==> src/rtl/rv_ctrl_pkg.sv <==
// rv_ctrl_pkg
// Shared encodings for the multicycle RISC-V control path: FSM state codes,
// opcode constants, ALU operation codes, mux-select encodings, and a helper
// that resolves a conditional branch from funct3 and the ALU flags.
package rv_ctrl_pkg;

  typedef enum logic [3:0] {
    S_FETCH   = 4'd0,
    S_DECODE  = 4'd1,
    S_MEMADR  = 4'd2,
    S_MEMRD   = 4'd3,
    S_MEMWB   = 4'd4,
    S_MEMWR   = 4'd5,
    S_RTYPEEX = 4'd6,
    S_ITYPEEX = 4'd7,
    S_JEX     = 4'd8,
    S_ALUWB   = 4'd9,
    S_BEQX    = 4'd10,
    S_JALREX  = 4'd11,
    S_LINKEX  = 4'd12,
    S_UTYPEEX = 4'd13
  } state_e;

  localparam logic [6:0] OP_LOAD   = 7'b0000011;
  localparam logic [6:0] OP_STORE  = 7'b0100011;
  localparam logic [6:0] OP_REG    = 7'b0110011;
  localparam logic [6:0] OP_IMM    = 7'b0010011;
  localparam logic [6:0] OP_JAL    = 7'b1101111;
  localparam logic [6:0] OP_JALR   = 7'b1100111;
  localparam logic [6:0] OP_BRANCH = 7'b1100011;
  localparam logic [6:0] OP_LUI    = 7'b0110111;
  localparam logic [6:0] OP_AUIPC  = 7'b0010111;

  localparam logic [3:0] ALU_ADD   = 4'd0;
  localparam logic [3:0] ALU_SUB   = 4'd1;
  localparam logic [3:0] ALU_AND   = 4'd2;
  localparam logic [3:0] ALU_OR    = 4'd3;
  localparam logic [3:0] ALU_XOR   = 4'd4;
  localparam logic [3:0] ALU_SLL   = 4'd5;
  localparam logic [3:0] ALU_SRL   = 4'd6;
  localparam logic [3:0] ALU_SLT   = 4'd7;
  localparam logic [3:0] ALU_PASSB = 4'd8;

  localparam logic [1:0] SRCA_PC    = 2'd0;
  localparam logic [1:0] SRCA_OLDPC = 2'd1;
  localparam logic [1:0] SRCA_RS1   = 2'd2;
  localparam logic [1:0] SRCA_ZERO  = 2'd3;

  localparam logic [1:0] SRCB_RS2  = 2'd0;
  localparam logic [1:0] SRCB_IMM  = 2'd1;
  localparam logic [1:0] SRCB_FOUR = 2'd2;

  localparam logic [1:0] RES_ALUOUT = 2'd0;
  localparam logic [1:0] RES_MEM    = 2'd1;
  localparam logic [1:0] RES_ALU    = 2'd2;

  localparam logic ADR_PC     = 1'b0;
  localparam logic ADR_ALUOUT = 1'b1;

  // Returns {legal, taken} for a branch with the given funct3.
  function automatic logic [1:0] branch_eval(input logic [2:0] f3,
                                             input logic       eq,
                                             input logic       lt);
    case (f3)
      3'b000:  return {1'b1, eq};
      3'b001:  return {1'b1, ~eq};
      3'b100:  return {1'b1, lt};
      3'b101:  return {1'b1, ~lt};
      default: return 2'b00;
    endcase
  endfunction

endpackage

==> src/rtl/rv_multicycle_ctrl_alu_decoder.sv <==
// rv_alu_decoder
// Combinational ALU operation select for the multicycle controller.
// Ports:
//   state_i    - current controller state
//   opcode_i   - instruction opcode (distinguishes LUI from AUIPC)
//   funct3_i   - instruction funct3
//   funct7b5_i - instruction bit 30 (SUB vs ADD for register ops)
//   alu_ctrl_o - ALU operation code
module rv_alu_decoder
  import rv_ctrl_pkg::*;
(
  input  state_e      state_i,
  input  logic [6:0]  opcode_i,
  input  logic [2:0]  funct3_i,
  input  logic        funct7b5_i,
  output logic [3:0]  alu_ctrl_o
);

  always_comb begin
    alu_ctrl_o = ALU_ADD;
    case (state_i)
      S_RTYPEEX, S_ITYPEEX: begin
        case (funct3_i)
          // Immediate ops have no subtract form; bit 30 is part of the immediate.
          3'b000:  alu_ctrl_o = (state_i == S_RTYPEEX && funct7b5_i) ? ALU_SUB : ALU_ADD;
          3'b001:  alu_ctrl_o = ALU_SLL;
          3'b010:  alu_ctrl_o = ALU_SLT;
          3'b100:  alu_ctrl_o = ALU_XOR;
          3'b101:  alu_ctrl_o = ALU_SRL;
          3'b110:  alu_ctrl_o = ALU_OR;
          3'b111:  alu_ctrl_o = ALU_AND;
          default: alu_ctrl_o = ALU_ADD;
        endcase
      end
      S_BEQX:    alu_ctrl_o = ALU_SUB;
      S_UTYPEEX: alu_ctrl_o = (opcode_i == OP_LUI) ? ALU_PASSB : ALU_ADD;
      default:   alu_ctrl_o = ALU_ADD;
    endcase
  end

endmodule

==> src/rtl/rv_multicycle_ctrl.sv <==
// rv_multicycle_ctrl
// Control FSM for the multicycle RISC-V datapath. Sequences fetch, decode,
// execute, memory and writeback, drives all mux selects and write strobes,
// and stalls on mem_ready in FETCH, MEMRD and MEMWR.
// Ports:
//   clk, reset_n                   - clock, async active-low reset
//   opcode, funct3, funct7b5       - instruction fields from IR
//   alu_eq, alu_lt                 - ALU compare flags for branches
//   mem_ready                      - memory completed this cycle's access
//   pc_write, ir_write, mem_read,
//   mem_write, reg_write           - strobes (forced 0 during reset)
//   adr_src, alu_src_a, alu_src_b,
//   alu_ctrl, result_src           - datapath selects
//   illegal                        - one-cycle pulse on undecodable instr
//   state                          - current state (debug)
//   retired                        - retired-instruction count, present only
//                                    when CTRL_RETIRE_CNT_EN is defined
//
// state     | meaning
// FETCH   0 | read instruction at PC, PC += 4
// DECODE  1 | compute branch/JAL target, dispatch on opcode
// MEMADR  2 | compute load/store address
// MEMRD   3 | load read, wait for mem_ready
// MEMWB   4 | write load data to rd
// MEMWR   5 | store write, wait for mem_ready
// RTYPEEX 6 | register-register ALU op
// ITYPEEX 7 | register-immediate ALU op
// JEX     8 | JAL: PC <= target, compute link
// ALUWB   9 | write ALUOut to rd
// BEQX   10 | conditional branch resolve
// JALREX 11 | JALR: PC <= rs1 + imm
// LINKEX 12 | JALR: compute link
// UTYPEEX13 | LUI / AUIPC
module rv_multicycle_ctrl
  import rv_ctrl_pkg::*;
(
  input  logic        clk,
  input  logic        reset_n,
  input  logic [6:0]  opcode,
  input  logic [2:0]  funct3,
  input  logic        funct7b5,
  input  logic        alu_eq,
  input  logic        alu_lt,
  input  logic        mem_ready,
  output logic        pc_write,
  output logic        ir_write,
  output logic        adr_src,
  output logic        mem_read,
  output logic        mem_write,
  output logic        reg_write,
  output logic [1:0]  alu_src_a,
  output logic [1:0]  alu_src_b,
  output logic [3:0]  alu_ctrl,
  output logic [1:0]  result_src,
  output logic        illegal,
  output logic [3:0]  state
`ifdef CTRL_RETIRE_CNT_EN
  ,
  output logic [31:0] retired
`endif
);

  state_e     state_q, state_d;
  logic       pc_write_c, ir_write_c, adr_src_c, mem_read_c, mem_write_c;
  logic       reg_write_c, illegal_c;
  logic [1:0] src_a_c, src_b_c, result_c;
  logic [3:0] alu_ctrl_c;
  logic [1:0] br;

  rv_alu_decoder u_alu_dec (
    .state_i    (state_q),
    .opcode_i   (opcode),
    .funct3_i   (funct3),
    .funct7b5_i (funct7b5),
    .alu_ctrl_o (alu_ctrl_c)
  );

  assign br = branch_eval(funct3, alu_eq, alu_lt);

  always_comb begin
    state_d     = S_FETCH;
    pc_write_c  = 1'b0;
    ir_write_c  = 1'b0;
    adr_src_c   = ADR_PC;
    mem_read_c  = 1'b0;
    mem_write_c = 1'b0;
    reg_write_c = 1'b0;
    illegal_c   = 1'b0;
    src_a_c     = SRCA_PC;
    src_b_c     = SRCB_RS2;
    result_c    = RES_ALUOUT;
    case (state_q)
      S_FETCH: begin
        mem_read_c = 1'b1;
        adr_src_c  = ADR_PC;
        src_a_c    = SRCA_PC;
        src_b_c    = SRCB_FOUR;
        result_c   = RES_ALU;
        if (mem_ready) begin
          ir_write_c = 1'b1;
          pc_write_c = 1'b1;
          state_d    = S_DECODE;
        end else begin
          state_d    = S_FETCH;
        end
      end
      S_DECODE: begin
        src_a_c = SRCA_OLDPC;
        src_b_c = SRCB_IMM;
        case (opcode)
          OP_LOAD, OP_STORE: state_d = S_MEMADR;
          OP_REG:            state_d = S_RTYPEEX;
          OP_IMM:            state_d = S_ITYPEEX;
          OP_JAL:            state_d = S_JEX;
          OP_JALR:           state_d = S_JALREX;
          OP_BRANCH:         state_d = S_BEQX;
          OP_LUI, OP_AUIPC:  state_d = S_UTYPEEX;
          default: begin
            illegal_c = 1'b1;
            state_d   = S_FETCH;
          end
        endcase
      end
      S_MEMADR: begin
        src_a_c = SRCA_RS1;
        src_b_c = SRCB_IMM;
        state_d = (opcode == OP_LOAD) ? S_MEMRD : S_MEMWR;
      end
      S_MEMRD: begin
        mem_read_c = 1'b1;
        adr_src_c  = ADR_ALUOUT;
        state_d    = mem_ready ? S_MEMWB : S_MEMRD;
      end
      S_MEMWB: begin
        result_c    = RES_MEM;
        reg_write_c = 1'b1;
      end
      S_MEMWR: begin
        mem_write_c = 1'b1;
        adr_src_c   = ADR_ALUOUT;
        state_d     = mem_ready ? S_FETCH : S_MEMWR;
      end
      S_RTYPEEX: begin
        src_a_c = SRCA_RS1;
        src_b_c = SRCB_RS2;
        state_d = S_ALUWB;
      end
      S_ITYPEEX: begin
        src_a_c = SRCA_RS1;
        src_b_c = SRCB_IMM;
        state_d = S_ALUWB;
      end
      S_JEX: begin
        // Target was latched into ALUOut during DECODE; ALU now forms PC+4 link.
        pc_write_c = 1'b1;
        result_c   = RES_ALUOUT;
        src_a_c    = SRCA_OLDPC;
        src_b_c    = SRCB_FOUR;
        state_d    = S_ALUWB;
      end
      S_JALREX: begin
        // Raw ALU result goes straight to PC so the link can be computed next.
        src_a_c    = SRCA_RS1;
        src_b_c    = SRCB_IMM;
        result_c   = RES_ALU;
        pc_write_c = 1'b1;
        state_d    = S_LINKEX;
      end
      S_LINKEX: begin
        src_a_c = SRCA_OLDPC;
        src_b_c = SRCB_FOUR;
        state_d = S_ALUWB;
      end
      S_UTYPEEX: begin
        src_a_c = (opcode == OP_LUI) ? SRCA_ZERO : SRCA_OLDPC;
        src_b_c = SRCB_IMM;
        state_d = S_ALUWB;
      end
      S_ALUWB: begin
        result_c    = RES_ALUOUT;
        reg_write_c = 1'b1;
      end
      S_BEQX: begin
        src_a_c    = SRCA_RS1;
        src_b_c    = SRCB_RS2;
        result_c   = RES_ALUOUT;
        pc_write_c = br[1] & br[0];
        illegal_c  = ~br[1];
      end
      default: state_d = S_FETCH;
    endcase
  end

  always_ff @(posedge clk or negedge reset_n) begin
    if (!reset_n) state_q <= S_FETCH;
    else          state_q <= state_d;
  end

  // Strobes must be quiet the instant reset asserts, even mid-access.
  assign pc_write   = reset_n & pc_write_c;
  assign ir_write   = reset_n & ir_write_c;
  assign mem_read   = reset_n & mem_read_c;
  assign mem_write  = reset_n & mem_write_c;
  assign reg_write  = reset_n & reg_write_c;
  assign illegal    = reset_n & illegal_c;
  assign adr_src    = reset_n & adr_src_c;
  assign alu_src_a  = reset_n ? src_a_c : 2'd0;
  assign alu_src_b  = reset_n ? src_b_c : 2'd0;
  assign result_src = reset_n ? result_c : 2'd0;
  assign alu_ctrl   = reset_n ? alu_ctrl_c : ALU_ADD;
  assign state      = state_q;

`ifdef CTRL_RETIRE_CNT_EN
  logic [31:0] retired_q;

  // Holding in FETCH is not a transition; illegal exits do not retire.
  always_ff @(posedge clk or negedge reset_n) begin
    if (!reset_n)
      retired_q <= 32'd0;
    else if (state_d == S_FETCH && state_q != S_FETCH && !illegal_c)
      retired_q <= retired_q + 32'd1;
  end

  assign retired = retired_q;
`endif

endmodule

==> config.mk <==
export PLATFORM = sky130hd
export DESIGN_NAME = rv_multicycle_ctrl
export DESIGN_NICKNAME = d
export VERILOG_FILES = /design/src/rtl/rv_ctrl_pkg.sv /design/src/rtl/rv_multicycle_ctrl_alu_decoder.sv /design/src/rtl/rv_multicycle_ctrl.sv
export SDC_FILE = /design/constraint.sdc
export NUM_CORES = 1
export LEC_CHECK = 0
export CAP_MARGIN = 15
export CORE_MARGIN = 2
export CORE_UTILIZATION = 34
export DETAILED_ROUTE_END_ITERATION = 7
export PLACE_DENSITY = 0.82
export SLEW_MARGIN = 10
export SYNTH_ARGS = -nofsm -noshare
export SYNTH_HDL_FRONTEND = slang
export SYNTH_SLANG_ARGS = --single-unit
export TNS_END_PERCENT = 30
==> constraint.sdc <==
create_clock -name clk -period 1.3 [get_ports clk]
set_clock_uncertainty 0.1 [all_clocks]
set_input_delay 0.195 -clock clk [delete_from_list [all_inputs] [get_ports clk]]
set_output_delay 0.195 -clock clk [all_outputs]
set_load 0.01 [all_outputs]
==> impl_metrics.json <==
{
  "regToRegStartpoint": "state[0]",
  "rsz0062_at_grt": "true",
  "grt_pass1_vias": 1152,
  "rr_worst_depth": 5,
  "irDropWorstVdd_mv": 0.864,
  "cts.reportedPaths.clkPinSlew_ns": 0.04,
  "cap_violations": 0,
  "synth_edf_count": 0,
  "timing.slew.headroom": 0.777,
  "synthArstFlopShare": 1.00,
  "setup_viol": 24,
  "synth-seq-cells": 4,
  "ioPinCount": 37,
  "min_from": "opcode[0]",
  "holdWs_ns": 0.508,
  "grt_first_pass_wirelength_um": 5250,
  "worstSetupPathType": "register to output pin",
  "finalHoldViolCount": 0,
  "power_leakage_uw": 0.000786,
  "drt-vias-per-instance": 5.66,
  "dr_total_vias": 1172,
  "core_area_um2": 1920,
  "cts-root-buf": "clkbuf_4",
  "dr.pass1.iters": 4,
  "drc": 0,
  "period_needed_ns": 1.93,
  "final_max_slew_viol_count": 0,
  "synth.largest_area_cell": "dfrtp_1",
  "ys_top_cells_by_area": "dfrtp_1, nand2_1, nor2_1",
  "critical_path.max_fanout": 6,
  "whs_path_depth": 5,
  "gp_congestion": 0.826,
  "yosysSeqAreaShare": 0.147,
  "p_per_area_nw_per_um2": 940,
  "violations": "negative setup slack",
  "place_ws_ns": -0.965,
  "tightest_slew_ns": 0.332,
  "syn_inst": 101,
  "synth_top_area_frac": 0.147,
  "grt_overflow": 0,
  "ant_nets": 0,
  "grt_max_degree": 13,
  "cts_sinks": 4,
  "status": "complete, but fails checks",
  "start_util": 0.354,
  "largest_reg_flops": 4,
  "routed_wl_um": 3550,
  "cts_buffers": 3,
  "finalWorstSetupSlack_ns": -0.631,
  "dp_hpwl_um": 2130,
  "port_buffers": 36,
  "syn_to_final_growth_pct": 125,
  "grt_antenna_before_repair": 0,
  "die_area_um2": 2380,
  "synthFlopType": "dfrtp_1",
  "dieHeight_um": 48.7,
  "ys.warnings.count": 0,
  "nNetsFinal": 197,
  "n_antenna_cell": 0,
  "die_width_um": 48.7,
  "cts_tree": "yes",
  "synth_fp_nets": 117,
  "reg2reg_to": "state[3]",
  "rows": 16,
  "final_layout_size_suffix_gt1_frac": 0.556,
  "whs_endpoint": "state[1]",
  "drt_iter0_drc": 33,
  "syn_area_um2": 681,
  "cts_max_path_buffers": 2,
  "ff2ff_setup_slack_ns": -0.24,
  "fmax_mhz": 518,
  "final_util": 0.798,
  "endpoint_kind": "output pin",
  "avgRoutedWirePerCell_um": 17.2,
  "final_cell_mix": "buf_4, buf_2, buf_6",
  "syn_avg_cell_area_um2": 6.74,
  "layout_commonest_cell": "buf_4",
  "post-route-period-util": 1.49,
  "holdCritPathClass": "input port to register",
  "start_kind": "register",
  "insertion_delay_ns": 0.24,
  "power.total_uw": 1440,
  "required_ns": 1.00,
  "cp.arrival_ns": 1.64,
  "cts-htree-levels": 1,
  "track_usage": 0.284,
  "netlist-cell-type-count": 42
}
[metrics by stage]
step | std cells | cell area, um^2 | setup TNS (ns)
after floorplan | 101 | 709 | -0.660
after global placement | 191 | 1320 | -13.34
after detailed placement | 191 | 1320 | -14.15
after CTS | 204 | 1430 | -7.11
after global routing | 207 | 1530 | -8.75
final | 207 | 1530 | -7.61
[area by class of cell]
| type | count | area, um^2 |
|---|---|---|
| fill | 124 | 388 |
| sequential | 4 | 104 |
| clock buffer | 4 | 26.3 |
| tap | 27 | 33.8 |
| timing repair buffer | 80 | 664 |
| inverter | 3 | 11.3 |
| multi-input combinational | 89 | 694 |
[timing repair]
action,CTS,global route
pin swaps,11,11
endpoints found under the setup margin,25,25
endpoints found under the hold margin,0,4
hold buffers,0,1
setup buffers,9,2
gates resized for setup,103,30
[worst max-delay path: stages (launching register included)]
cell and delay (ns):
dfrtp_2 0.45, buf_6 0.14, xor2_2 0.18, xnor2_1 0.22, a21oi_1 0.14, nor2b_1 0.13
buf_2 0.14
[power by group]
group	switching [uW]	internal, uW	total (uW)
registers	36.0	150	186
clock network	51.9	115	167
logic	541	548	1090
total	629	813	1440
[cells in the mapped netlist, drive strengths merged, types with 2 or more instances]
cell type	instances
nand2b	4
mux2i	2
xnor2	2
nor3	3
nor2	14
nand4b	3
inv	3
xor2	2
and2b	3
buf	4
o21ai	6
dfrtp	4
a21oi	6
and2	2
nor2b	2
o211ai	2
nand3	6
nand2	15
[kinds of logic after synthesis]
family	share of synthesized area
xor+xnor	0.0515
simple gates	0.485
mux	0.0460
buf+inv	0.0588
flops	0.147
compound gates	0.211
[per-layer routing]
layer,part of all wire,global-route usage
met1,0.38,0.295
met2,0.50,0.537
met3,0.054,0.0401
met4,0.061,0.162
met5,0,0
[worst max path at each step]
stage / start / cells past startpoint / end / slack [ns]
after detailed placement: opcode[3] / 6 / alu_src_a[1] / -0.96
after CTS: state[2] / 6 / alu_src_b[0] / -0.54
after floorplan: state[0] / 3 / pc_write / -0.15
final: state[1] / 6 / alu_src_b[0] / -0.63
after global placement: opcode[3] / 6 / alu_src_a[1] / -0.87
after global routing: state[1] / 6 / alu_src_b[0] / -0.69
No activity file was read; power rests on OpenSTA's default activity.
